**src/rtl/fifo_burst_ctrl.sv**
```systemverilog
// fifo_burst_ctrl: fills the ADC sample FIFO with one burst, then drains it into
// the FIR under a ready/valid handshake and pulses done when the last word is out.
module fifo_burst_ctrl #(
  parameter int unsigned BURST_LEN = 16,
  parameter int unsigned CNT_W     = 11,
  parameter int unsigned RD_LAT    = 2
) (
  input  logic             clk_i,
  input  logic             rst_i,
  input  logic             start_i,
  input  logic             abort_i,
  input  logic             adc_valid_i,
  input  logic             full_i,
  input  logic             empty_i,
  input  logic             fir_ready_i,
  output logic             wr_en_o,
  output logic             rd_en_o,
  output logic             fir_valid_o,
  output logic             busy_o,
  output logic             done_o,
  output logic             overflow_o,
  output logic [CNT_W-1:0] cnt_o
);

  typedef enum logic [2:0] {StIdle, StFill, StDrain, StFlush, StDone} state_e;

  localparam logic [CNT_W-1:0] LastCnt = CNT_W'(BURST_LEN - 1);

  state_e            r_state;
  logic [CNT_W-1:0]  r_cnt;
  logic              r_ovf;
  // One bit per read in flight; the top bit is the word at the FIFO output now.
  logic [RD_LAT-1:0] r_vld;

  logic w_wr;
  logic w_rd;

  // FIFO strobes: decoded from the registered state, killed in abort/reset cycles.
  always_comb begin
    w_wr = (r_state == StFill) & adc_valid_i & ~full_i & ~abort_i & ~rst_i;
    w_rd = (r_state == StDrain) & fir_ready_i & ~empty_i & ~abort_i & ~rst_i;
  end

  // Burst sequencer, sample counter, sticky overflow and read-valid pipeline.
  always_ff @(posedge clk_i) begin
    if (rst_i) begin
      r_state <= StIdle;
      r_cnt   <= '0;
      r_ovf   <= 1'b0;
      r_vld   <= '0;
    end else if (abort_i) begin
      // Counter and overflow are left as-is so the control block can inspect them.
      r_state <= StIdle;
      r_vld   <= '0;
    end else begin
      r_vld <= (r_vld << 1) | RD_LAT'(w_rd);
      unique case (r_state)
        StIdle: begin
          if (start_i) begin
            r_state <= StFill;
            r_cnt   <= '0;
            r_ovf   <= 1'b0;
          end
        end
        StFill: begin
          if (adc_valid_i && full_i) r_ovf <= 1'b1;
          if (w_wr) begin
            if (r_cnt == LastCnt) begin
              r_state <= StDrain;
              r_cnt   <= '0;
            end else begin
              r_cnt <= r_cnt + 1'b1;
            end
          end
        end
        StDrain: begin
          if (w_rd) begin
            r_cnt <= r_cnt + 1'b1;
            if (r_cnt == LastCnt) r_state <= StFlush;
          end
        end
        StFlush: begin
          // Leave only once every word already read has been presented to the FIR.
          if (r_vld == '0) r_state <= StDone;
        end
        StDone:  r_state <= StIdle;
        default: r_state <= StIdle;
      endcase
    end
  end

  assign wr_en_o     = w_wr;
  assign rd_en_o     = w_rd;
  assign fir_valid_o = r_vld[RD_LAT-1];
  assign busy_o      = (r_state != StIdle);
  assign done_o      = (r_state == StDone);
  assign overflow_o  = r_ovf;
  assign cnt_o       = r_cnt;

endmodule

```
**config.mk**
```make
export PLATFORM = sky130hd
export DESIGN_NAME = fifo_burst_ctrl
export DESIGN_NICKNAME = d
export VERILOG_FILES = /design/src/rtl/fifo_burst_ctrl.sv
export SDC_FILE = /design/constraint.sdc
export NUM_CORES = 1
export LEC_CHECK = 0
export BUFFER_PORTS_ARGS = -buffer_cell sky130_fd_sc_hd__buf_2
export CORE_MARGIN = 8
export CORE_UTILIZATION = 47
export CTS_BUF_LIST = sky130_fd_sc_hd__clkbuf_16
export CTS_CLUSTER_DIAMETER = 60
export DETAILED_ROUTE_END_ITERATION = 6
export PLACE_DENSITY = 0.74
export REMOVE_ABC_BUFFERS = 1
export SYNTH_ARGS = -nofsm -noshare
export SYNTH_HDL_FRONTEND = slang
export SYNTH_SLANG_ARGS = --single-unit
export TNS_END_PERCENT = 20
```
**constraint.sdc**
```tcl
create_clock -name clk_i -period 2 [get_ports clk_i]
set_clock_uncertainty 0.15 [all_clocks]
set_input_delay 0.3 -clock clk_i [delete_from_list [all_inputs] [get_ports clk_i]]
set_output_delay 0.3 -clock clk_i [all_outputs]
set_load 0.01 [all_outputs]
```
# Word-level counts from Yosys, hierarchy flattened
# Index checks and enable logic that the tools add are counted.
# word_totals
ff_bits,17
output_inout_bits,17
# op_classes
n_addsub,1
n_eq_ne,12
mux,15
bitwise,13
reduce_logical,10
# op_table
op,n
two-way mux 11 bit,4
case mux 11 bit (3 select lines),1
two-way mux 3 bit,6
case mux 3 bit (4 select lines),1
adder 11 x 1 -> 11 bit (second input constant),1
== test 11 x 4 -> 1 bit (second input constant),1
AND 1 bit,8
!= test 2 bit (second input constant),4
== test 3 x 2 -> 1 bit (second input constant),2
!= test 2 x 1 -> 1 bit (second input constant),3
AND reduction 6 bit,1
nonzero test 3 bit,2
AND reduction 5 bit,1
inverter 1 bit,4
AND reduction 4 bit,1
== test 3 x 1 -> 1 bit (second input constant),1
== test 3 bit (second input constant),1
zero test 3 bit,1
zero test 2 bit,1
two-way mux 1 bit,2
bitwise OR 2 x 1 -> 2 bit,1
case mux 1 bit (2 select lines),1
nonzero test 2 bit,1
OR reduction 2 bit,1
logical AND 1 bit,1

# Logic depth before layout (Yosys ltp)
# depth
depth_word,7
mapped_depth,8
mapped_depth_nobuf,6

# Worst setup path after synthesis
# Ideal clock, no wire load.
# synth_timing
path_type,register to register
startpoint,register r_cnt[0] (netlist: cnt_o[0])
endpoint,register r_cnt[9] (netlist: cnt_o[9])
t_arrival_ns,1.860
slack_ns,-0.079
path_stages_with_launch,8
period_less_slack_ns,2.079
cell_sequence,dfxtp_1 ha_1 and3_1 buf_6 a311oi_1 o21ai_1 or4_1 o21ai_1
# synth_via
elab_chain_cells,4
word_cells_on_any_way,6
cone_classes,add/sub (1); eq/ne (1); mux (4)
# synth_rtl
element,line,rtl
from (decl),30,logic [CNT_W-1:0] r_cnt;
from (signal assigned),72,r_cnt <= r_cnt + 1'b1;
from (signal assigned),78,r_cnt <= r_cnt + 1'b1;
adder 11 x 1 -> 11 bit or == test 11 x 4 -> 1 bit (tied branches),"72, 78, 68",
two-way mux 11 bit,68,if (r_cnt == LastCnt) begin
two-way mux 11 bit,67,if (w_wr) begin
case mux 11 bit (3 select lines) *,57,unique case (r_state)
# Mark *: on every way between the ends. The rest lies on a longest branch, timed or not. The select of a mux whose other input is x is not followed.
# A chain may end at the register's enable or synchronous reset.

# Worst setup path in the final report
# layout_timing
startpoint,register r_state[0]
endpoint,output port wr_en_o
# layout_via
elab_chain_cells,5
# layout_rtl
element,line,rtl
from (decl),29,state_e r_state;
from (signal assigned),47,r_state <= StIdle;
from (signal assigned),53,r_state <= StIdle;
from (signal assigned),60,r_state <= StFill;
== test 3 x 1 -> 1 bit,40,w_wr = (r_state == StFill) & adc_valid_i & ~full_i & ~abort_i & ~rst_i;
AND 1 bit (4 in a row),40,
to (decl),16,"output logic wr_en_o,"
# Every way passes these cells.

==> flow_metrics.tcl <==
set metrics [dict create \
    synth.cell_area_sq_mm 0.00104 \
    ys_ff_latch 17 \
    place_hpwl_mm 2.03 \
    numCtsBuffers 3 \
    die_x_um 63.0 \
    yosys.area.top_type_share 0.329 \
    area_delta_synth_final_pct 32.5 \
    tightest_slew_ns 0.506 \
    relSlewSlack 0.661 \
    clock-sinks 17 \
    finalWeightedCongestion 0.906 \
    drive_above_1_share 0.365 \
    initial_core_util 0.482 \
    clk_path_buf_depth 2 \
    cts_root_buf "clkbuf_16" \
    timing.rr.end "cnt_o[8]" \
    min-delay-start "rst_i" \
    cp.required_ns 1.55 \
    viasPerCell 5.73 \
    grt_pass1_wl_mm 4.64 \
    core_area_sq_mm 0.00215 \
    detail_route.wl_per_cell_um 14.9 \
    n_antenna_cell 0 \
    utilization 0.639 \
    r2r_cells 6 \
    ys.flop_type "dfxtp_1" \
    io_pins 25 \
    crit_path_end_kind "output port" \
    grt_pass1_vias 1049 \
    hold_violations 0 \
    arrival_ns 1.51 \
    worstSkewPairLatency_ns 0.25 \
    powerDensity_mw_per_mm2 600 \
    yosysWarnings 0 \
    antenna_left 0 \
    multi_input_area_sq_um 646 \
    yosysMostFrequentCell "dfxtp_1" \
    ff2ff_setup_slack_ns 0.05 \
    grt_antenna_before_repair 0 \
    grt_max_degree 11 \
    synth_cell_types 38 \
    yosysTopAreaCell "dfxtp_1" \
    drcViolationCount 0 \
    dieArea_sq_mm 0.00396 \
    maxCapViolCount 0 \
    ys_top_cells_by_count "17 x dfxtp_1, 10 x inv_1" \
    start_kind "register" \
    cts.clk_slew.worst_paths_ns 0.05 \
    postSynthAreaPerCell_sq_um 8.35 \
    fmax_mhz 509 \
    finalMaxSlewViolations 0 \
    netlist_instances 124 \
    hold_path_end "overflow_o" \
    regArea_sq_um 342 \
    cts_tree "built" \
    worst_hold_path_type "input port to register" \
    ir_drop_uv 389 \
    crit_type "register to output port" \
    synthArstFlopShare 0 \
    finalCritPeriodShare 0.982 \
    port-buffer-count 24 \
    post-cts-setup-buffer-count 0 \
    nets 169 \
    drt_iter0_markers 43 \
    status "complete, no violations" \
    min_period_ns 1.96 \
    htreeDepth 1 \
    pre_cts_ws_ns -0.0537 \
    leakagePower_nw 0.574 \
    die-height_um 63.0 \
    timing.final.ws_setup_ns 0.0370 \
    vias 1072 \
    overflow 0 \
    dr.pass1.iters 4 \
    rsz0062_at_grt "true" \
    fillerInstances 186 \
    grt_util_all_layers 0.141 \
    drt_wl_total_mm 2.79 \
    r2r-start "cnt_o[0]" \
    yosysSeqAreaShare 0.329 \
    crit_fanout 8 \
    num_rows 17 \
    synth_edf_count 0 \
    finalSetupViolations 0 \
    synthTopCellsByArea "dfxtp_1 33%, or4_1 5.8%, nor4b_4 4.6%" \
    hold_depth 2 \
]
[per-stage QoR]
stage / TNS, ns / instances / hold slack, ns / instance area [sq um] / power (mW)
4_1_cts: 0 / 187 / 0.205 / 1330 / 0.829
3_5_place_dp: -0.227 / 183 / 0.322 / 1240 / 0.424
3_3_place_gp: 0 / 183 / 0.315 / 1240 / 0.422
6_report: 0 / 187 / 0.207 / 1370 / 0.824
5_1_grt: -0.101 / 187 / 0.230 / 1370 / 0.857
2_1_floorplan: -0.184 / 116 / 0.222 / 973 / 0.388
[layout by cell type, fill, tap and decap left out, drive strengths merged, types with 2 or more instances in the layout]
master	n
or4	8
nor3b	2
and2	3
nor3	2
dfxtp	17
nand2	8
buf	39
nand3	8
nor4b	2
and3	7
nand4	4
nor2	6
o21ai	10
mux2i	2
clkbuf	3
nor4	5
inv	10
a21oi	8
[worst max-delay path by stage]
| stage | startpoint | end | depth (start not counted) |
|---|---|---|---|
| 3_5_place_dp | cnt_o[0] | cnt_o[5] | 6 |
| 2_1_floorplan | cnt_o[0] | cnt_o[10] | 6 |
| 6_report | r_state[0] | wr_en_o | 4 |
| 3_3_place_gp | cnt_o[0] | cnt_o[7] | 6 |
| 5_1_grt | cnt_o[7] | cnt_o[10] | 6 |
| 4_1_cts | cnt_o[0] | cnt_o[8] | 6 |
[power by group]
group          internal [mW]  leakage [nW]  total (mW)  switching [mW]
sequential             0.341         0.138       0.344         0.00274
combinational         0.0338         0.396      0.0781          0.0444
clock                  0.268        0.0409       0.402           0.134
total                  0.643         0.574       0.824           0.181
[sequential cells by signal, summed over array words and instances (netlist names)]
name and flops:
r_state 3, overflow_o 1, cnt_o 11, r_vld 2
[cell families after synthesis]
family / after synthesis / share of synthesized area
AO/OA/AOI/OAI: 26 / 0.157
adder cells (fa/ha/maj): 1 / 0.0121
buffers and inverters: 18 / 0.0966
flip-flops: 17 / 0.329
multiplexers: 2 / 0.0193
AND/OR/NAND/NOR: 60 / 0.386
[critical path, cell delays in order, from the launching register on]
cell     delay, ns
dfxtp_1       0.44
nor3b_1       0.30
and2_0        0.25
buf_4         0.16
buf_2         0.12
[timing repair]
action,4_1_cts,5_1_grt
endpoints found under the hold margin,0,0
endpoints found under the setup margin,6,10
gates resized for setup,2,9
hold buffers,0,0
pin swaps,0,4
[per-layer routing]
layer | vias up | wire length [um] | share of wire | GRT usage
li1 | 531 | - | - | -
met1 | 488 | 1180 | 0.42 | 0.160
met2 | 46 | 1330 | 0.48 | 0.237
met3 | 7 | 215 | 0.077 | 0.0376
met4 | 0 | 68 | 0.024 | 0.0712
met5 | - | 0 | 0 | 0
[layout make-up]
type / count / share of cell area
flip-flops and latches: 17 / 0.249
well taps: 28 / 0.0255
clock buffers: 3 / 0.0547
inverters: 10 / 0.0273
repair buffers: 39 / 0.170
multi-input cells: 89 / 0.470
clock inverters: 1 / 0.00365
No activity file was read; power rests on OpenSTA's default activity.
